## config.mk

```make
export PLATFORM = sky130hd
export DESIGN_NAME = jk_excite_tx
export DESIGN_NICKNAME = d
export VERILOG_FILES = /design/src/rtl/jk_defs.sv /design/src/rtl/jk_tx_fifo.sv /design/src/rtl/jk_excite_tx.sv
export SDC_FILE = /design/constraint.sdc
export NUM_CORES = 1
export LEC_CHECK = 0
export CORE_UTILIZATION = 52
export DETAILED_ROUTE_END_ITERATION = 8
export PLACE_DENSITY = 0.78
export SYNTH_ARGS = -nofsm -noshare
export SYNTH_HDL_FRONTEND = slang
export SYNTH_SLANG_ARGS = --single-unit
```

## constraint.sdc

```tcl
create_clock -name clk -period 2.3 [get_ports clk]
set_input_delay 0.23 -clock clk [delete_from_list [all_inputs] [get_ports clk]]
set_output_delay 0.23 -clock clk [all_outputs]
set_load 0.03 [all_outputs]
```

## src/rtl/jk_defs.sv

```systemverilog
// rtl/jk_defs.sv - shared FSM encodings and JK excitation function (JK_TOGGLE_EXCITE_EN selects toggle excitation)
package jk_defs;

  typedef enum logic [1:0] {
    ST_IDLE   = 2'd0,
    ST_DRIVE  = 2'd1,
    ST_VERIFY = 2'd2
  } jk_state_t;

  // Returns {j, k} for one flop moving from q to t.
  function automatic logic [1:0] excite(input logic q, input logic t);
`ifdef JK_TOGGLE_EXCITE_EN
    excite = {q ^ t, q ^ t};
`else
    excite = {~q & t, q & ~t};
`endif
  endfunction

endpackage

```

## src/rtl/jk_tx_fifo.sv

```systemverilog
// rtl/jk_tx_fifo.sv - synchronous target FIFO with async active-low clear
module jk_tx_fifo #(
  parameter int WIDTH = 4,
  parameter int DEPTH = 4
) (
  input  logic                     clk,
  input  logic                     clr,
  input  logic                     push,
  input  logic                     pop,
  input  logic [WIDTH-1:0]         din,
  output logic [WIDTH-1:0]         dout,
  output logic                     full,
  output logic                     empty,
  output logic [$clog2(DEPTH):0]   level
);

  localparam int AW = $clog2(DEPTH);

  logic [WIDTH-1:0] r_mem [DEPTH];
  logic [AW:0]      r_wr_ptr;
  logic [AW:0]      r_rd_ptr;
  logic             w_do_push;
  logic             w_do_pop;

  assign level     = r_wr_ptr - r_rd_ptr;
  assign full      = (level == (AW+1)'(DEPTH));
  assign empty     = (r_wr_ptr == r_rd_ptr);
  assign w_do_push = push & ~full;
  assign w_do_pop  = pop & ~empty;
  assign dout      = r_mem[r_rd_ptr[AW-1:0]];

  // Storage array; contents are don't-care until written, so no reset.
  always_ff @(posedge clk) begin
    if (w_do_push) begin
      r_mem[r_wr_ptr[AW-1:0]] <= din;
    end
  end

  // Pointers carry one extra wrap bit so full and empty are distinguishable.
  always_ff @(posedge clk or negedge clr) begin
    if (!clr) begin
      r_wr_ptr <= '0;
      r_rd_ptr <= '0;
    end else begin
      if (w_do_push) r_wr_ptr <= r_wr_ptr + (AW+1)'(1);
      if (w_do_pop)  r_rd_ptr <= r_rd_ptr + (AW+1)'(1);
    end
  end

endmodule

```

## src/rtl/jk_excite_tx.sv

```systemverilog
// rtl/jk_excite_tx.sv - JK bank stimulus driver: target FIFO, excitation FSM, verify checker (JK_TOGGLE_EXCITE_EN selects toggle excitation)
module jk_excite_tx
  import jk_defs::*;
#(
  parameter int WIDTH = 4,
  parameter int DEPTH = 4,
  parameter int CNT_W = 8
) (
  input  logic                     clk,
  input  logic                     clr,
  input  logic                     enable,
  input  logic                     in_valid,
  output logic                     in_ready,
  input  logic [WIDTH-1:0]         in_data,
  input  logic [WIDTH-1:0]         q_fb,
  output logic [WIDTH-1:0]         j,
  output logic [WIDTH-1:0]         k,
  output logic                     jk_valid,
  output logic                     busy,
  output logic [$clog2(DEPTH):0]   level,
  output logic                     err,
  output logic [CNT_W-1:0]         err_count
);

  jk_state_t        r_state;
  jk_state_t        w_state_nxt;
  logic [WIDTH-1:0] r_target;
  logic [WIDTH-1:0] r_j;
  logic [WIDTH-1:0] r_k;
  logic             r_err;
  logic [CNT_W-1:0] r_err_count;

  logic [WIDTH-1:0] w_head;
  logic [WIDTH-1:0] w_exc_j;
  logic [WIDTH-1:0] w_exc_k;
  logic [WIDTH-1:0] w_j_nxt;
  logic [WIDTH-1:0] w_k_nxt;
  logic             w_full;
  logic             w_empty;
  logic             w_load;
  logic             w_check;
  logic             w_mismatch;

  // The FIFO ignores push while full, so in_valid can feed it directly.
  jk_tx_fifo #(
    .WIDTH (WIDTH),
    .DEPTH (DEPTH)
  ) u_fifo (
    .clk   (clk),
    .clr   (clr),
    .push  (in_valid),
    .pop   (w_load),
    .din   (in_data),
    .dout  (w_head),
    .full  (w_full),
    .empty (w_empty),
    .level (level)
  );

  // Per-bit excitation from the current bank state toward the FIFO head.
  always_comb begin
    w_exc_j = '0;
    w_exc_k = '0;
    for (int i = 0; i < WIDTH; i++) begin
      {w_exc_j[i], w_exc_k[i]} = excite(q_fb[i], w_head[i]);
    end
  end

  // Next-state and excitation register inputs; enable low freezes everything.
  always_comb begin
    w_state_nxt = r_state;
    w_load      = 1'b0;
    w_check     = 1'b0;
    w_j_nxt     = r_j;
    w_k_nxt     = r_k;
    case (r_state)
      ST_IDLE: begin
        w_j_nxt = '0;
        w_k_nxt = '0;
        if (enable && !w_empty) begin
          w_load      = 1'b1;
          w_state_nxt = ST_DRIVE;
        end
      end
      ST_DRIVE: begin
        if (enable) begin
          w_j_nxt     = '0;
          w_k_nxt     = '0;
          w_state_nxt = ST_VERIFY;
        end
      end
      ST_VERIFY: begin
        w_j_nxt = '0;
        w_k_nxt = '0;
        if (enable) begin
          w_check = 1'b1;
          if (!w_empty) begin
            w_load      = 1'b1;
            w_state_nxt = ST_DRIVE;
          end else begin
            w_state_nxt = ST_IDLE;
          end
        end
      end
      default: begin
        w_j_nxt     = '0;
        w_k_nxt     = '0;
        w_state_nxt = ST_IDLE;
      end
    endcase
    if (w_load) begin
      w_j_nxt = w_exc_j;
      w_k_nxt = w_exc_k;
    end
  end

  // FSM state register.
  always_ff @(posedge clk or negedge clr) begin
    if (!clr) begin
      r_state <= ST_IDLE;
    end else begin
      r_state <= w_state_nxt;
    end
  end

  // Excitation and target registers; the target is captured on every load.
  always_ff @(posedge clk or negedge clr) begin
    if (!clr) begin
      r_j      <= '0;
      r_k      <= '0;
      r_target <= '0;
    end else begin
      r_j <= w_j_nxt;
      r_k <= w_k_nxt;
      if (w_load) r_target <= w_head;
    end
  end

  assign w_mismatch = w_check && (q_fb != r_target);

  // Sticky error flag and saturating mismatch counter.
  always_ff @(posedge clk or negedge clr) begin
    if (!clr) begin
      r_err       <= 1'b0;
      r_err_count <= '0;
    end else if (w_mismatch) begin
      r_err <= 1'b1;
      if (r_err_count != '1) r_err_count <= r_err_count + CNT_W'(1);
    end
  end

  assign in_ready  = ~w_full;
  assign j         = enable ? r_j : '0;
  assign k         = enable ? r_k : '0;
  assign jk_valid  = enable && (r_state == ST_DRIVE);
  assign busy      = (r_state != ST_IDLE) || !w_empty;
  assign err       = r_err;
  assign err_count = r_err_count;

endmodule

```

## After elaboration in Yosys (flattened, before gate mapping)

Memory sizes are Yosys's and may differ from the RTL's.
Index checks and enable logic that the tools add are counted.

| storage, ports and cells | value |
|---|---|
| register bits | 29 |
| latch bits | 0 |
| memory bits (writable) | 16 |
| bits in read-only memories | 0 |
| output and inout bits | 23 |
| word-level logic and storage cells | 71 |
| memories kept | 1 |

Memories:

| name | depth | bits a word | rd ports | clocked after Yosys merged registers in | write ports | line | source |
|---|---|---|---|---|---|---|---|
| u_fifo.r_mem | 4 | 4 | 1 | 0 | 1 | jk_tx_fifo.sv:19 | `logic [WIDTH-1:0] r_mem [DEPTH];` |

| cells by class | value |
|---|---|
| $add $sub $neg | 4 |
| multipliers | 0 |
| div/mod/pow operators | 0 |
| $lt $le $gt $ge | 0 |
| equal/unequal tests | 10 |
| shift-type cells | 0 |
| muxes and demuxes | 19 |
| bitwise operators | 20 |
| reductions and logical operators | 9 |

Operator list:

| operator | number |
|---|---|
| 4-bit two-way mux | 6 |
| 1-bit bitwise AND | 10 |
| 1-bit NOT | 10 |
| 8-bit by 1-bit adder with 8-bit output, second input constant | 1 |
| 1-bit two-way mux | 8 |
| 8-bit inequality test, second input constant | 1 |
| 3-bit by 1-bit adder with 3-bit output, second input constant | 2 |
| 2-bit two-way mux | 3 |
| 2-bit inequality test, second input constant | 3 |
| 2-bit one-hot mux with 3 select lines | 1 |
| 4-bit inequality test | 1 |
| 3-bit == test | 1 |
| 3-bit == test, second input constant | 1 |
| 1-bit logical AND | 3 |
| 3-bit by 2-bit inequality test with 1-bit output, second input constant | 1 |
| 3-bit AND reduction | 1 |
| 3-bit subtractor | 1 |
| 2-bit by 1-bit == test with 1-bit output, second input constant | 1 |
| 2-bit == test, second input constant | 1 |
| 2-bit zero test | 1 |
| 1-bit one-hot mux with 2 select lines | 1 |
| 2-bit AND reduction | 1 |
| 2-bit nonzero test | 1 |
| 1-bit zero test | 1 |
| 1-bit logical OR | 1 |

## Longest topological paths before layout

| logic depth | value |
|---|---|
| word-level depth | 6 |
| depth in mapped cells | 7 |

## Cells and area by module

From an unflattened synthesis, not the netlist that was laid out.

| second synthesis, totals | value |
|---|---|
| cells, all modules | 159 |
| area total of the unflattened synthesis | 2,154.6 sq um |

By module, submodules not included:

| module | times used | cells an instance | area each (sq um) | sequential area each (sq um) |
|---|---|---|---|---|
| jk_excite_tx | 1 | 94 | 1,097.3 | 575.6 |
| jk_tx_fifo | 1 | 65 | 1,057.3 | 630.6 |

## Least setup slack after synthesis

Ideal clock, no wire load.

| path | value |
|---|---|
| path type | register -> register |
| start point | register u_fifo.r_wr_ptr[0] |
| end point | memory u_fifo.r_mem[3][0], enable pin |
| setup time | 316 ps |
| arrival | 1,971 ps |
| setup slack | 13 ps |
| stages on the path, launching flop included | 7 |
| path buffers | 0 |
| period minus slack after synthesis | 2,287 ps |
| cell sequence | dfrtp_1 -> inv_1 -> ha_1 -> fa_1 -> xor3_1 -> a31oi_4 -> and2_1 |

| on the way | value |
|---|---|
| cells in the longest elaborated chain, start to end | 6 |

Ends and longest elaborated chain:

| element | line | source |
|---|---|---|
| start: declaration | jk_tx_fifo.sv:20 | `logic [AW:0] r_wr_ptr;` |
| start signal: assignment | jk_tx_fifo.sv:45 | `if (w_do_push) r_wr_ptr <= r_wr_ptr + (AW+1)'(1);` |
| 3-bit subtractor | jk_tx_fifo.sv:25 | `assign level = r_wr_ptr - r_rd_ptr;` |
| named net level[2] | jk_excite_tx.sv:20 | `output logic [$clog2(DEPTH):0] level,` |
| 3-bit == test | jk_tx_fifo.sv:26 | `assign full = (level == (AW+1)'(DEPTH));` |
| 1-bit NOT | jk_tx_fifo.sv:28 | `assign w_do_push = push & ~full;` |
| 1-bit bitwise AND | jk_tx_fifo.sv:28 |  |
| 1-bit two-way mux | jk_tx_fifo.sv:34 | `if (w_do_push) begin` |
| 1-bit two-way mux (not written as such) | jk_tx_fifo.sv:35 | `r_mem[r_wr_ptr[AW-1:0]] <= din;` |
| end: declaration | jk_tx_fifo.sv:19 |  |

The timed path passes the listed nets, and every way through them passes these cells.

## Final worst setup path

| path | value |
|---|---|
| start point | register u_fifo.r_wr_ptr[0] |
| end point | output in_ready |

| on the way | value |
|---|---|
| cells in the longest elaborated chain, start to end | 3 |

Ends and longest elaborated chain:

| element | line | source |
|---|---|---|
| 3-bit subtractor | jk_tx_fifo.sv:25 |  |
| 3-bit == test | jk_tx_fifo.sv:26 |  |
| 1-bit NOT | jk_excite_tx.sv:152 | `assign in_ready = ~w_full;` |
| end: declaration | jk_excite_tx.sv:13 | `output logic in_ready,` |

No other way between the ends.

==> out/qor.csv <==
metric;value;unit
drv_cap;0;
drv_slew;0;
grt_pass1_vias;1344;
ys_ff_latch;45;
die_w;65.4;µm
synthDistinctLibCells;32;
route.detailed.drc;0;
ir_drop;1.34;mV
regToRegSetupSlack;0.10;ns
critical_path_class;reg2out;
cts.sinks;45;
place_area;0.00250;mm²
final_common_cell;clkdlybuf4s50_1;
drive_above_1_share;16.3;%
cp_max_fo;4;
place_congestion;0.826;
tightest_slew;0.588;ns
status;finished, final reports clean;
skew;0.00677;ns
yosysSeqAreaShare;57.7;%
wirelength;3710;µm
layout_setup_ws;0.0808;ns
clk_latency;0.31;ns
post-route-util;69.4;%
post-place-ws;0.0205;ns
grt_antenna_before_repair;0;
fp.dieH;65.4;µm
ys.flop_type;dfrtp_1;
io_pins;35;
arrival;1.99;ns
syn-mean-instance-area;12.8;µm²
post-route-cell-area;0.00262;mm²
fill_cells;271;
drtIter0Drc;43;
final-setup-viol-count;0;
slew-limit-headroom;60.6;%
max_freq;0.451;GHz
vias_per_cell;5.16;
grtUsageTotal;19.8;%
synth_edf_count;16;
place_inst;246;
grt_overflow_total;0;
synth_nets;184;
vias;1326;
mostFrequentLayoutCells;clkdlybuf4s50_1, dfrtp_1, nand2_1;
cts-root-buf;clkbuf_8;
r2r_start;u_fifo.r_wr_ptr[0]$_DFFE_PN0N_;
cts_inserted_buffers;5;
final-hold-violation-count;0;
ant_nets;0;
cp-start-kind;register;
max-clock-path-buffers;2;
yosysWarningCount;0;
hp-class;in2async;
hpwl;2770;µm
seq_area;0.00121;mm²
timing.rr.end;u_fifo.r_mem[0][3]$_DFFE_PP_;
num-nets-final;229;
clk_pin_slew;0.09;ns
instances_no_fill;257;
syn_to_final_growth;25.2;%
start_util;55.5;%
r2r_cells;6;
cts_tree;yes;
yosysTopAreaCell;dfrtp_1;
synthDominantCellAreaShare;34.7;%
wl_per_cell;14.4;µm
post-route-min-period;2.22;ns
row_count;22;
p_leak;1.11;nW
setup_tns;0;ns
period_share;96.5;%
h-tree-depth;2;
cp.required;2.07;ns
end_kind;output port;
synth_area;0.00209;mm²
portBuffers;34;
synthArstFlopShare;64.4;%
multi_input_area;833;µm²
grt_max_degree;30;
p_per_area;1380;mW/mm²
dieArea;0.00428;mm²
grt_pass1_wl;6110;µm
firstDrtPassIters;4;
core-area;0.00377;mm²
syn_inst;163;
diodes;0;
synth_area_leaders;dfrtp_1, edfxtp_1, xor2_1;
[report_power, final]
| part | leakage, nW | total [mW] | internal [mW] | switching, mW |
|---|---|---|---|---|
| clock network | 0.0452 | 0.510 | 0.221 | 0.288 |
| logic | 0.548 | 1.79 | 0.785 | 1.01 |
| registers | 0.518 | 1.30 | 1.10 | 0.204 |
[metrics by stage]
stage,power (mW),hold WS (ns)
global route,3.83,0.350
global placement,3.00,0.449
detailed placement,3.06,0.461
CTS,3.57,0.309
finish,3.61,0.296
floorplan,2.50,-0.0656
[cells by family after synthesis]
group                    Yosys count  share of synthesized area, %
AND/OR/NAND/NOR                   54                          13.2
flip-flops                        45                          57.7
AO/OA/AOI/OAI                     20                          8.13
XOR/XNOR                          16                          7.42
buffers and inverters             14                          2.87
adder cells (fa/ha/maj)            9                          5.74
multiplexers                       5                          5.02
[routing by layer]
layer / global-route usage, % / vias up / wire, µm
met4: 8.15 / 0 / 83
met3: 5.38 / 8 / 171
met5: 0 / - / 0
li1: - / 650 / -
met2: 33.2 / 36 / 1850
met1: 24.0 / 632 / 1610
[Yosys cell counts, types with 2 or more instances]
| master | n |
|---|---|
| o21ai_1 | 3 |
| nand4_1 | 2 |
| and2_1 | 12 |
| edfxtp_1 | 16 |
| o21ai_0 | 11 |
| nand3_1 | 3 |
| dfrtp_1 | 29 |
| nor2_1 | 3 |
| o41ai_1 | 2 |
| xnor2_1 | 3 |
| xor2_1 | 12 |
| ha_1 | 8 |
| mux4_2 | 4 |
| inv_1 | 11 |
| nor3_1 | 2 |
| nor3b_1 | 2 |
| nor4_1 | 2 |
| nand2_1 | 23 |
| clkbuf_1 | 2 |
[repair_timing]
action	CTS	global route
hold buffers	0	0
resized for setup	1	6
buffers inserted	0	3
endpoints found under the setup margin	1	19
pin swaps	0	1
cloned	0	0
[worst max path at each step]
stage	start	slack [ns]	cells after the start	endpoint
2_1_floorplan	u_fifo.r_wr_ptr[0]$_DFFE_PN0N_	0.01	6	u_fifo.r_mem[3][0]$_DFFE_PP_
3_3_place_gp	u_fifo.r_wr_ptr[0]$_DFFE_PN0N_	0.11	6	u_fifo.r_mem[3][0]$_DFFE_PP_
3_5_place_dp	u_fifo.r_wr_ptr[0]$_DFFE_PN0N_	0.02	6	u_fifo.r_mem[3][3]$_DFFE_PP_
4_1_cts	u_fifo.r_wr_ptr[0]$_DFFE_PN0N_	0.01	6	u_fifo.r_mem[3][3]$_DFFE_PP_
5_1_grt	u_fifo.r_wr_ptr[0]$_DFFE_PN0N_	-0.01	6	in_ready
6_report	u_fifo.r_wr_ptr[0]$_DFFE_PN0N_	0.08	6	in_ready
[flip-flops by register name, indices dropped and copies added (netlist names)]
name             flops
u_fifo.r_wr_ptr      3
r_target             4
err_count            8
r_k                  4
u_fifo.r_rd_ptr      3
u_fifo.r_mem        16
r_state              2
err                  1
r_j                  4
[final cells by class]
cell class | count | area share, %
well taps | 48 | 2.29
flip-flops and latches | 45 | 46.1
repair buffers | 41 | 14.7
clock buffers | 5 | 2.63
clock inverters | 3 | 0.956
multi-input cells | 104 | 31.8
inverters | 11 | 1.58
[critical path, stage by stage (launching register included)]
cell	delay, ns
dfrtp_1	0.37
inv_1	0.11
ha_1	0.22
fa_1	0.43
xor3_2	0.29
nand3_1	0.11
buf_4	0.16
Power figures use the tool's default switching activity.
